### src/rtl/cgra_cfg_sequencer_if.sv
// Host/array-facing bus of the CGRA configuration sequencer.
// master = host plus PE array side, slave = sequencer side.
interface cgra_cfg_sequencer_if #(
    parameter int NUM_PE = 4,
    parameter int CFG_W  = 16
);
    logic [7:0]        in_data;
    logic              in_valid;
    logic              in_ready;
    logic [CFG_W-1:0]  pe_cfg_data;
    logic [NUM_PE-1:0] pe_cfg_we;
    logic              pe_clr;
    logic              pe_en;
    logic [1:0]        res_sel;
    logic [7:0]        res_data;
    logic [7:0]        out_data;
    logic              out_valid;
    logic              out_ready;
    logic              busy;
    logic              err;

    modport master (
        output in_data, in_valid, res_data, out_ready,
        input  in_ready, pe_cfg_data, pe_cfg_we, pe_clr, pe_en, res_sel,
               out_data, out_valid, busy, err
    );

    modport slave (
        input  in_data, in_valid, res_data, out_ready,
        output in_ready, pe_cfg_data, pe_cfg_we, pe_clr, pe_en, res_sel,
               out_data, out_valid, busy, err
    );
endinterface

### src/rtl/cgra_cfg_sequencer.sv
// Byte-stream command sequencer for a 2x2 CGRA: loads PE configs, runs the
// array for N cycles and returns a selected PE result to the host.
module cgra_cfg_sequencer #(
    parameter int NUM_PE = 4,
    parameter int CFG_W  = 16
) (
    input  logic                 clk,
    input  logic                 rst,
    cgra_cfg_sequencer_if.slave  bus
);
    typedef enum logic [3:0] {
        IDLE, CFG_LO, CFG_HI, CFG_WR, RUN_LEN, CLR, RUN, RD_SEL, RD_OUT
    } state_t;

    localparam logic [3:0] OP_NOP = 4'h0, OP_CFG = 4'h1, OP_RUN = 4'h2,
                           OP_READ = 4'h3, OP_CLRERR = 4'h4;

    state_t     state, state_d;
    logic [1:0] pe_idx;
    logic [7:0] cnt;
    logic       accept;
    logic [3:0] opcode;

    assign opcode        = bus.in_data[7:4];
    assign bus.in_ready  = (state == IDLE) || (state == CFG_LO) ||
                           (state == CFG_HI) || (state == RUN_LEN);
    assign accept        = bus.in_valid & bus.in_ready;
    assign bus.busy      = (state != IDLE);
    assign bus.pe_clr    = (state == CLR);
    assign bus.pe_en     = (state == RUN);
    // Strobe decoded from state, so a reset can never leave a write pending.
    assign bus.pe_cfg_we = (state == CFG_WR) ? (NUM_PE'(1) << pe_idx) : '0;

    always_comb begin
        state_d = state;
        case (state)
            IDLE: if (accept) begin
                case (opcode)
                    OP_CFG:  state_d = CFG_LO;
                    OP_RUN:  state_d = RUN_LEN;
                    OP_READ: state_d = RD_SEL;
                    default: state_d = IDLE;
                endcase
            end
            CFG_LO:  if (accept) state_d = CFG_HI;
            CFG_HI:  if (accept) state_d = CFG_WR;
            CFG_WR:  state_d = IDLE;
            RUN_LEN: if (accept) state_d = CLR;
            CLR:     state_d = (cnt != 8'd0) ? RUN : IDLE;
            RUN:     if (cnt <= 8'd1) state_d = IDLE;
            RD_SEL:  state_d = RD_OUT;
            RD_OUT:  if (bus.out_ready) state_d = IDLE;
            default: state_d = IDLE;
        endcase
    end

    always_ff @(posedge clk) begin
        if (rst) begin
            state           <= IDLE;
            pe_idx          <= 2'd0;
            cnt             <= 8'd0;
            bus.pe_cfg_data <= '0;
            bus.res_sel     <= 2'd0;
            bus.out_data    <= 8'd0;
            bus.out_valid   <= 1'b0;
            bus.err         <= 1'b0;
        end else begin
            state <= state_d;
            if (accept) begin
                case (state)
                    IDLE: begin
                        case (opcode)
                            OP_NOP, OP_RUN: ;
                            OP_CFG:    pe_idx      <= bus.in_data[1:0];
                            OP_READ:   bus.res_sel <= bus.in_data[1:0];
                            OP_CLRERR: bus.err     <= 1'b0;
                            default:   bus.err     <= 1'b1;
                        endcase
                    end
                    CFG_LO:  bus.pe_cfg_data[7:0]  <= bus.in_data;
                    CFG_HI:  bus.pe_cfg_data[15:8] <= bus.in_data;
                    RUN_LEN: cnt                   <= bus.in_data;
                    default: ;
                endcase
            end
            if (state == RUN) cnt <= cnt - 8'd1;
            // RD_SEL gives the array one cycle to settle on the new res_sel.
            if (state == RD_SEL) begin
                bus.out_data  <= bus.res_data;
                bus.out_valid <= 1'b1;
            end
            if (state == RD_OUT && bus.out_ready) bus.out_valid <= 1'b0;
        end
    end
endmodule

### src/flat_wrapper.sv
// flat-port wrapper written by rule: the top's interface ports become plain ports
module cgra_cfg_sequencer_flat 
#(
    parameter int NUM_PE = 4,
    parameter int CFG_W  = 16
)
  (clk, rst, bus_in_data, bus_in_valid, bus_res_data, bus_out_ready, bus_in_ready, bus_pe_cfg_data, bus_pe_cfg_we, bus_pe_clr, bus_pe_en, bus_res_sel, bus_out_data, bus_out_valid, bus_busy, bus_err);
  cgra_cfg_sequencer_if #(.NUM_PE(NUM_PE), .CFG_W(CFG_W)) bus_i ();
  input  logic clk;
  input  logic rst;
  input wire logic [$bits(bus_i.in_data)-1:0] bus_in_data;
  input wire logic [$bits(bus_i.in_valid)-1:0] bus_in_valid;
  input wire logic [$bits(bus_i.res_data)-1:0] bus_res_data;
  input wire logic [$bits(bus_i.out_ready)-1:0] bus_out_ready;
  output wire logic [$bits(bus_i.in_ready)-1:0] bus_in_ready;
  output wire logic [$bits(bus_i.pe_cfg_data)-1:0] bus_pe_cfg_data;
  output wire logic [$bits(bus_i.pe_cfg_we)-1:0] bus_pe_cfg_we;
  output wire logic [$bits(bus_i.pe_clr)-1:0] bus_pe_clr;
  output wire logic [$bits(bus_i.pe_en)-1:0] bus_pe_en;
  output wire logic [$bits(bus_i.res_sel)-1:0] bus_res_sel;
  output wire logic [$bits(bus_i.out_data)-1:0] bus_out_data;
  output wire logic [$bits(bus_i.out_valid)-1:0] bus_out_valid;
  output wire logic [$bits(bus_i.busy)-1:0] bus_busy;
  output wire logic [$bits(bus_i.err)-1:0] bus_err;
  assign bus_i.in_data = bus_in_data;
  assign bus_i.in_valid = bus_in_valid;
  assign bus_i.res_data = bus_res_data;
  assign bus_i.out_ready = bus_out_ready;
  assign bus_in_ready = bus_i.in_ready;
  assign bus_pe_cfg_data = bus_i.pe_cfg_data;
  assign bus_pe_cfg_we = bus_i.pe_cfg_we;
  assign bus_pe_clr = bus_i.pe_clr;
  assign bus_pe_en = bus_i.pe_en;
  assign bus_res_sel = bus_i.res_sel;
  assign bus_out_data = bus_i.out_data;
  assign bus_out_valid = bus_i.out_valid;
  assign bus_busy = bus_i.busy;
  assign bus_err = bus_i.err;
  cgra_cfg_sequencer #(.NUM_PE(NUM_PE), .CFG_W(CFG_W)) u_core (.clk(clk), .rst(rst), .bus(bus_i));
endmodule
### config.mk
export PLATFORM = sky130hd
export DESIGN_NAME = cgra_cfg_sequencer_flat
export DESIGN_NICKNAME = d
export VERILOG_FILES = /design/src/rtl/cgra_cfg_sequencer_if.sv /design/src/rtl/cgra_cfg_sequencer.sv /design/src/flat_wrapper.sv
export SDC_FILE = /design/constraint.sdc
export NUM_CORES = 1
export LEC_CHECK = 0
export ABC_AREA = 0
export BUFFER_PORTS_ARGS = -buffer_cell sky130_fd_sc_hd__buf_2
export CAP_MARGIN = 25
export CORE_MARGIN = 10
export CORE_UTILIZATION = 50
export CTS_CLUSTER_DIAMETER = 150
export DETAILED_ROUTE_END_ITERATION = 6
export PLACE_DENSITY = 0.86
export SETUP_SLACK_MARGIN = 0.5
export SLEW_MARGIN = 30
export SYNTH_ARGS = -nofsm -noshare
export SYNTH_HDL_FRONTEND = slang
export SYNTH_SLANG_ARGS = --single-unit
export TNS_END_PERCENT = 5
### constraint.sdc
create_clock -name clk -period 3.6 [get_ports clk]
set_input_delay 0.72 -clock clk [delete_from_list [all_inputs] [get_ports clk]]
set_output_delay 0.72 -clock clk [all_outputs]
set_load 0.02 [all_outputs]
==> results of run 1 <==
[registers in the layout, summed over array words and instances, names as in the netlist]
| register | count |
|---|---|
| u_core.cnt | 8 |
| u_core.bus.out_valid | 1 |
| u_core.bus.res_sel | 2 |
| u_core.bus.err | 1 |
| u_core.state | 4 |
| u_core.bus.out_data | 8 |
| u_core.pe_idx | 2 |
| u_core.bus.pe_cfg_data | 16 |
[critical path, stage by stage, from the launching register on]
cell and delay [ns]:
dfxtp_1 0.47, or2b_1 0.29, nor3b_1 0.35, nor3b_1 0.24, buf_2 0.20
[kinds of logic (layout without fill, tap and decap cells)]
group / Yosys count / in the layout / synth area share (%)
buffers and inverters: 18 / 69 / 3.96
adders and majority gates: 3 / 3 / 1.85
and+or+nand+nor: 100 / 100 / 26.9
AOI/OAI and AO/OA: 36 / 36 / 12.1
DFF: 42 / 42 / 43.0
muxes: 22 / 22 / 11.3
xor gates and xnor gates: 2 / 2 / 0.895
[through the flow]
stage                     util (%)  setup WS (ns)  area (µm²)
final                         63.2           1.05        2350
after detailed placement      60.2           1.39        2240
after global routing          63.2          0.956        2350
after floorplan                  -           1.28        1960
after global placement        60.2           1.46        2240
after CTS                     63.2           1.06        2350
[per-layer routing]
layer | vias up | routed length (µm) | track usage (%)
met5 | - | 0 | 0
met2 | 73 | 2160 | 23.6
li1 | 885 | - | -
met1 | 811 | 2070 | 17.6
met3 | 7 | 640 | 7.99
met4 | 0 | 68 | 5.35
[report_power, final]
part | internal [mW] | switching, mW | leakage [nW]
logic | 0.0391 | 0.0586 | 0.743
registers | 0.474 | 0.0121 | 0.339
clock network | 0.207 | 0.164 | 0.0514
[Yosys cell counts (all sizes together) (2+ instances only)]
library cell,instances
or4,2
dfxtp,42
nand2b,2
mux2i,22
ha,2
nor4,3
and3,5
nor3,4
o211ai,3
o21ai,2
a22oi,2
a31oi,3
o31ai,2
nor3b,4
buf,3
nor4b,2
nor2,28
a211oi,3
nand2,29
inv,6
a21oi,15
or3,4
nand3,8
nor2b,2
clkbuf,9
[layout make-up]
class | count | share of cell area, %
multi-input cells | 163 | 44.2
well taps | 48 | 2.56
flip-flops and latches | 42 | 35.8
repair buffers | 55 | 11.7
clock inverters | 2 | 1.60
clock buffers | 6 | 3.09
inverters | 6 | 0.959
[how the worst max path moves through the flow]
stage / slack (ns) / startpoint / cells past startpoint / endpoint
6_report: 1.05 / u_core.state[0] / 4 / bus_pe_cfg_we[0]
3_3_place_gp: 1.46 / u_core.state[0] / 4 / bus_pe_cfg_we[0]
3_5_place_dp: 1.39 / u_core.state[0] / 4 / bus_pe_cfg_we[0]
5_1_grt: 0.96 / u_core.state[0] / 4 / bus_pe_cfg_we[0]
4_1_cts: 1.06 / u_core.state[0] / 4 / bus_pe_cfg_we[0]
2_1_floorplan: 1.28 / u_core.state[1] / 3 / bus_pe_cfg_we[0]
==> flow_summary_export.csv, run 1 <==
group,metric,value,unit
finish,area.sequential,841,µm²
place,dp_hpwl,3640,µm
timing,timing.hold.ws,0.456,ns
synthesis,synth-seq-cells,42,
clock_network,clkTransAtPathRegs,0.08,ns
clock_network,cts_tree,"yes",
finish,diodes,0,
synthesis,yosys_warnings,0,
outcome,status,"complete, no violations",
power_and_ir_drop,power.density,407,mW/mm²
finish,fin_cells,322,
timing,hold_viol_final,0,
synthesis,synthCells,223,
finish,nFillCells,326,
route,vias,1776,
floorplan,die_height,82.6,µm
hold_path,hp-class,"reg -> reg",
finish,layout_commonest_cell,"buf_2",
synthesis,synth_top_area_cell,"dfxtp_1",
synthesis,async_reset_ff_share,0,%
global_route,overflow,0,
timing,worst_pin_slew,0.605,ns
timing,tns,0,ns
timing,post-route-min-period,2.55,ns
flow_run,cap_violations,0,
timing,fin_skew,0.00661,ns
place,routabilityCongestion,0.794,
hold_path,hp-start,"u_core.bus.out_data[0]",
synthesis,synth_edf_count,0,
synthesis,yosysSeqAreaShare,43.0,%
route,drt-total-wl,4940,µm
synthesis,avgSynthCellArea,8.78,µm²
clock_network,ctsResizeCount,0,
timing,max_slew_margin,59.7,%
worst_setup_path,worstPathRequired,2.88,ns
timing,slew_viol_final,0,
route,wl_per_cell,15.3,µm
worst_setup_path,startpoint_type,"flop",
global_route,track_usage,15.2,%
synthesis,synth_cell_type_count,45,
worst_setup_path,path_class,"reg -> out",
finish,areaGrowthSynthToFinish,19.9,%
floorplan,die_x,82.6,µm
hold_path,hold_end,"u_core.bus.out_data[0]",
clock_network,cts_root_buf,"clkbuf_8",
worst_setup_path,r2r_end,"u_core.cnt[7]",
global_route,antenna_found_initial,0,
clock_network,cts_buffer_depth,2,
timing,fmax,392,MHz
global_route,grt_pass1_wl,8080,µm
floorplan,core,0.00372,mm²
timing,rsz0062_at_grt,"false",
clock_network,hold_buffers,0,
global_route,grt_pass1_vias,1717,
synthesis,synth.top_cell.area_share,43.0,%
floorplan,boundaryPins,56,
floorplan,rows,22,
timing,min_period_over_period,70.8,%
finish,nets,295,
hold_path,hold_depth,2,
clock_network,cts_buffers,5,
synthesis,synth_area_leaders,"dfxtp_1 43%, mux2i_1 11%, nand2_1 5.6%, nor2_1 5.4%, a21oi_1 3.8%",
finish,multiInputGateArea,0.00104,mm²
power_and_ir_drop,p_total,955,µW
power_and_ir_drop,leakage,1.13,nW
place,io_buffers,55,
clock_network,postCtsSetupBuffers,0,
synthesis,syn_nets,245,
route,drc,0,
clock_network,clk_latency,0.30,ns
floorplan,fp.dieArea,0.00682,mm²
global_route,grt_max_degree,36,
route,vias_per_cell,5.52,
worst_setup_path,worst_setup_path_end_kind,"primary output",
worst_setup_path,r2r-start,"u_core.state[1]",
synthesis,ys.flop_type,"dfxtp_1",
finish,drive_gt1_share,25.2,%
route,drt-initial-drc-count,117,
floorplan,start_util,52.7,%
worst_setup_path,r2r_setup_slack,1.69,ns
route,drtPass1Iterations,4,
timing,setup_viol,0,
clock_network,htreeDepth,2,
finish,final_cell_mix,"55 x buf_2, 42 x dfxtp_1, 29 x nand2_1, 28 x nor2_1, 22 x mux2i_1",
synthesis,syn-cell-area,0.00196,mm²
worst_setup_path,reg2reg_depth,5,
worst_setup_path,critical_path_arrival,1.83,ns
power_and_ir_drop,ir_worst_vdd,0.261,mV
worst_setup_path,worst-path-max-fanout,8,
place,place_inst,314,
route,postRouteAntennaNets,0,
clock_network,cts.sinks,42,
No activity file was read; power rests on OpenSTA's default activity.
==> run 2: changes to the inputs <==
--- a/config.mk
+++ b/config.mk
@@ -9,10 +9,10 @@
 export BUFFER_PORTS_ARGS = -buffer_cell sky130_fd_sc_hd__buf_2
 export CAP_MARGIN = 25
 export CORE_MARGIN = 10
-export CORE_UTILIZATION = 50
+export CORE_UTILIZATION = 46
 export CTS_CLUSTER_DIAMETER = 150
 export DETAILED_ROUTE_END_ITERATION = 6
-export PLACE_DENSITY = 0.86
+export PLACE_DENSITY = 0.84
 export SETUP_SLACK_MARGIN = 0.5
 export SLEW_MARGIN = 30
 export SYNTH_ARGS = -nofsm -noshare
==> constraint.sdc (replaced) <==
create_clock -name clk -period 2.32 [get_ports clk]
set_input_delay 0.464 -clock clk [delete_from_list [all_inputs] [get_ports clk]]
set_output_delay 0.464 -clock clk [all_outputs]
set_load 0.02 [all_outputs]
==> run 2 against run 1 <==
Effect of this change:
- total power rose by 45%
- final area rose by 3.3%
- sequential power rose by 55%
- combinational power rose by 68%
- clock-buffer cell count fell by 1
- sequential cell count did not move
==> flow_summary_export.csv, run 2 (synthesis gave the netlist of run 1 again) <==
group,metric,value,unit
worst_setup_path,critical_path_arrival,1.52,ns
route,vias_per_cell,5.49,
floorplan,die_x,85.2,µm
worst_setup_path,path_class,"reg -> out",
route,drt-total-wl,5120,µm
finish,drive_gt1_share,30.6,%
global_route,overflow,0,
clock_network,cts.sinks,42,
power_and_ir_drop,leakage,1.17,nW
timing,rsz0062_at_grt,"true",
route,drc,0,
timing,hold_viol_final,0,
timing,fmax,505,MHz
finish,reg.largest.list,"u_core.bus.pe_cfg_data x16, u_core.bus.out_data x8, u_core.cnt x8",
outcome,status,"complete, no violations",
worst_setup_path,worst_setup_path_end_kind,"primary output",
route,vias,1817,
hold_path,hp-start,"bus_out_ready",
worst_setup_path,r2r_end,"u_core.state[0]",
global_route,grt_pass1_vias,1821,
global_route,busiest_layer,"met2",
finish,diodes,0,
global_route,grt_pass1_wl,8720,µm
worst_setup_path,r2r-start,"u_core.cnt[2]",
floorplan,core,0.00406,mm²
floorplan,start_util,48.2,%
global_route,grt_max_degree,31,
floorplan,rows,23,
global_route,use_met3,7.84,%
timing,tns,0,ns
worst_setup_path,cp_num_buf_inv,1,
route,drtPass1Iterations,4,
route,postRouteAntennaNets,0,
power_and_ir_drop,power.density,572,mW/mm²
hold_path,hold_depth,2,
worst_setup_path,worstPathRequired,1.86,ns
clock_network,clkTransAtPathRegs,0.07,ns
floorplan,boundaryPins,56,
route,drt-initial-drc-count,118,
power_and_ir_drop,p_total,1.39,mW
flow_run,cap_violations,0,
timing,min_period_over_period,85.3,%
worst_setup_path,reg2reg_depth,4,
floorplan,fp.dieArea,0.00726,mm²
clock_network,cts_root_buf,"clkbuf_8",
place,dp_hpwl,3770,µm
floorplan,die_height,85.2,µm
clock_network,clk_latency,0.30,ns
global_route,antenna_found_initial,0,
worst_setup_path,startpoint_type,"flop",
global_route,gr-usage-met2,21.9,%
finish,areaGrowthSynthToFinish,23.8,%
global_route,met1_usage,17.1,%
hold_path,hp-class,"in -> reg",
finish,fin_cells,331,
place,routabilityCongestion,0.825,
finish,top_register,"u_core.bus.pe_cfg_data",
timing,fin_skew,0.0110,ns
timing,worst_pin_slew,0.596,ns
clock_network,cts_buffers,5,
finish,final_cell_mix,"54 x buf_2, 38 x dfxtp_1, 29 x nand2_1, 26 x nor2_1, 22 x mux2i_1",
finish,nets,302,
worst_setup_path,crit_family,"simple AND/OR/NAND/NOR gates",
hold_path,hold_end,"u_core.bus.out_valid",
global_route,track_usage,14.2,%
power_and_ir_drop,ir_worst_vdd,0.476,mV
worst_setup_path,r2r_setup_slack,0.48,ns
worst_setup_path,worst-path-max-fanout,5,
worst_setup_path,crit_slowest_cell,"dfxtp_4",
worst_setup_path,slowest_delay,0.36,ns
clock_network,cts_buffer_depth,2,
route,wl_per_cell,15.5,µm
clock_network,cts_tree,"yes",
finish,largest_reg_flops,16,
timing,setup_viol,0,
clock_network,htreeDepth,2,
worst_setup_path,crit_chain,"or2b_1 -> nor3b_2 -> nor3b_4 -> buf_6",
timing,max_slew_margin,59.9,%
place,io_buffers,55,
timing,post-route-min-period,1.98,ns
place,place_inst,318,
finish,layout_commonest_cell,"buf_2",
timing,slew_viol_final,0,
[run 2: layout make-up]
cell class / count / area [µm²]
timing repair buffer: 62 / 334
multi-input combinational: 163 / 1070
clock buffer: 5 / 68.8
clock inverter: 3 / 18.8
fill: 349 / 1630
tap: 50 / 62.6
sequential: 42 / 851
inverter: 6 / 22.5
[run 2: worst max path at each step]
stage / depth (start not counted) / end / start / slack, ns
global placement: 4 / bus_pe_cfg_we[0] / u_core.state[0] / 0.49
CTS: 4 / bus_pe_cfg_we[0] / u_core.state[3] / 0.32
detailed placement: 4 / u_core.bus.res_sel[0] / u_core.state[1] / 0.46
global route: 4 / bus_pe_cfg_we[0] / u_core.state[0] / 0.23
floorplan: 3 / bus_pe_cfg_we[0] / u_core.state[1] / 0.56
finish: 4 / bus_pe_cfg_we[0] / u_core.state[3] / 0.34
[run 2: routing by layer]
| metal | up-vias | share of wire (%) |
|---|---|---|
| met4 | 0 | 0.53 |
| met5 | - | 0 |
| met2 | 62 | 45 |
| met1 | 853 | 43 |
| met3 | 3 | 11 |
| li1 | 899 | - |
[run 2: per-stage QoR]
stage / area, µm² / hold WS [ns] / setup WS, ns / utilization [%]
3_5_place_dp: 2280 / 0.445 / 0.457 / 56.1
3_3_place_gp: 2280 / 0.439 / 0.495 / 56.1
5_1_grt: 2420 / 0.373 / 0.232 / 59.7
6_report: 2420 / 0.368 / 0.340 / 59.7
4_1_cts: 2410 / 0.358 / 0.318 / 59.5
2_1_floorplan: 1980 / 0.461 / 0.563 / -
[run 2: power by group]
part	internal [mW]	switching (mW)	total [mW]
Sequential	0.734	0.0181	0.752
Combinational	0.0675	0.0969	0.164
Clock	0.212	0.258	0.470
[run 2: what timing repair did]
item / in CTS / in global routing
resized for setup: 8 / 1
buffers inserted: 4 / 1
pin swaps: 1 / 1
endpoints found under the setup margin: 14 / 24
hold buffers: 0 / 0
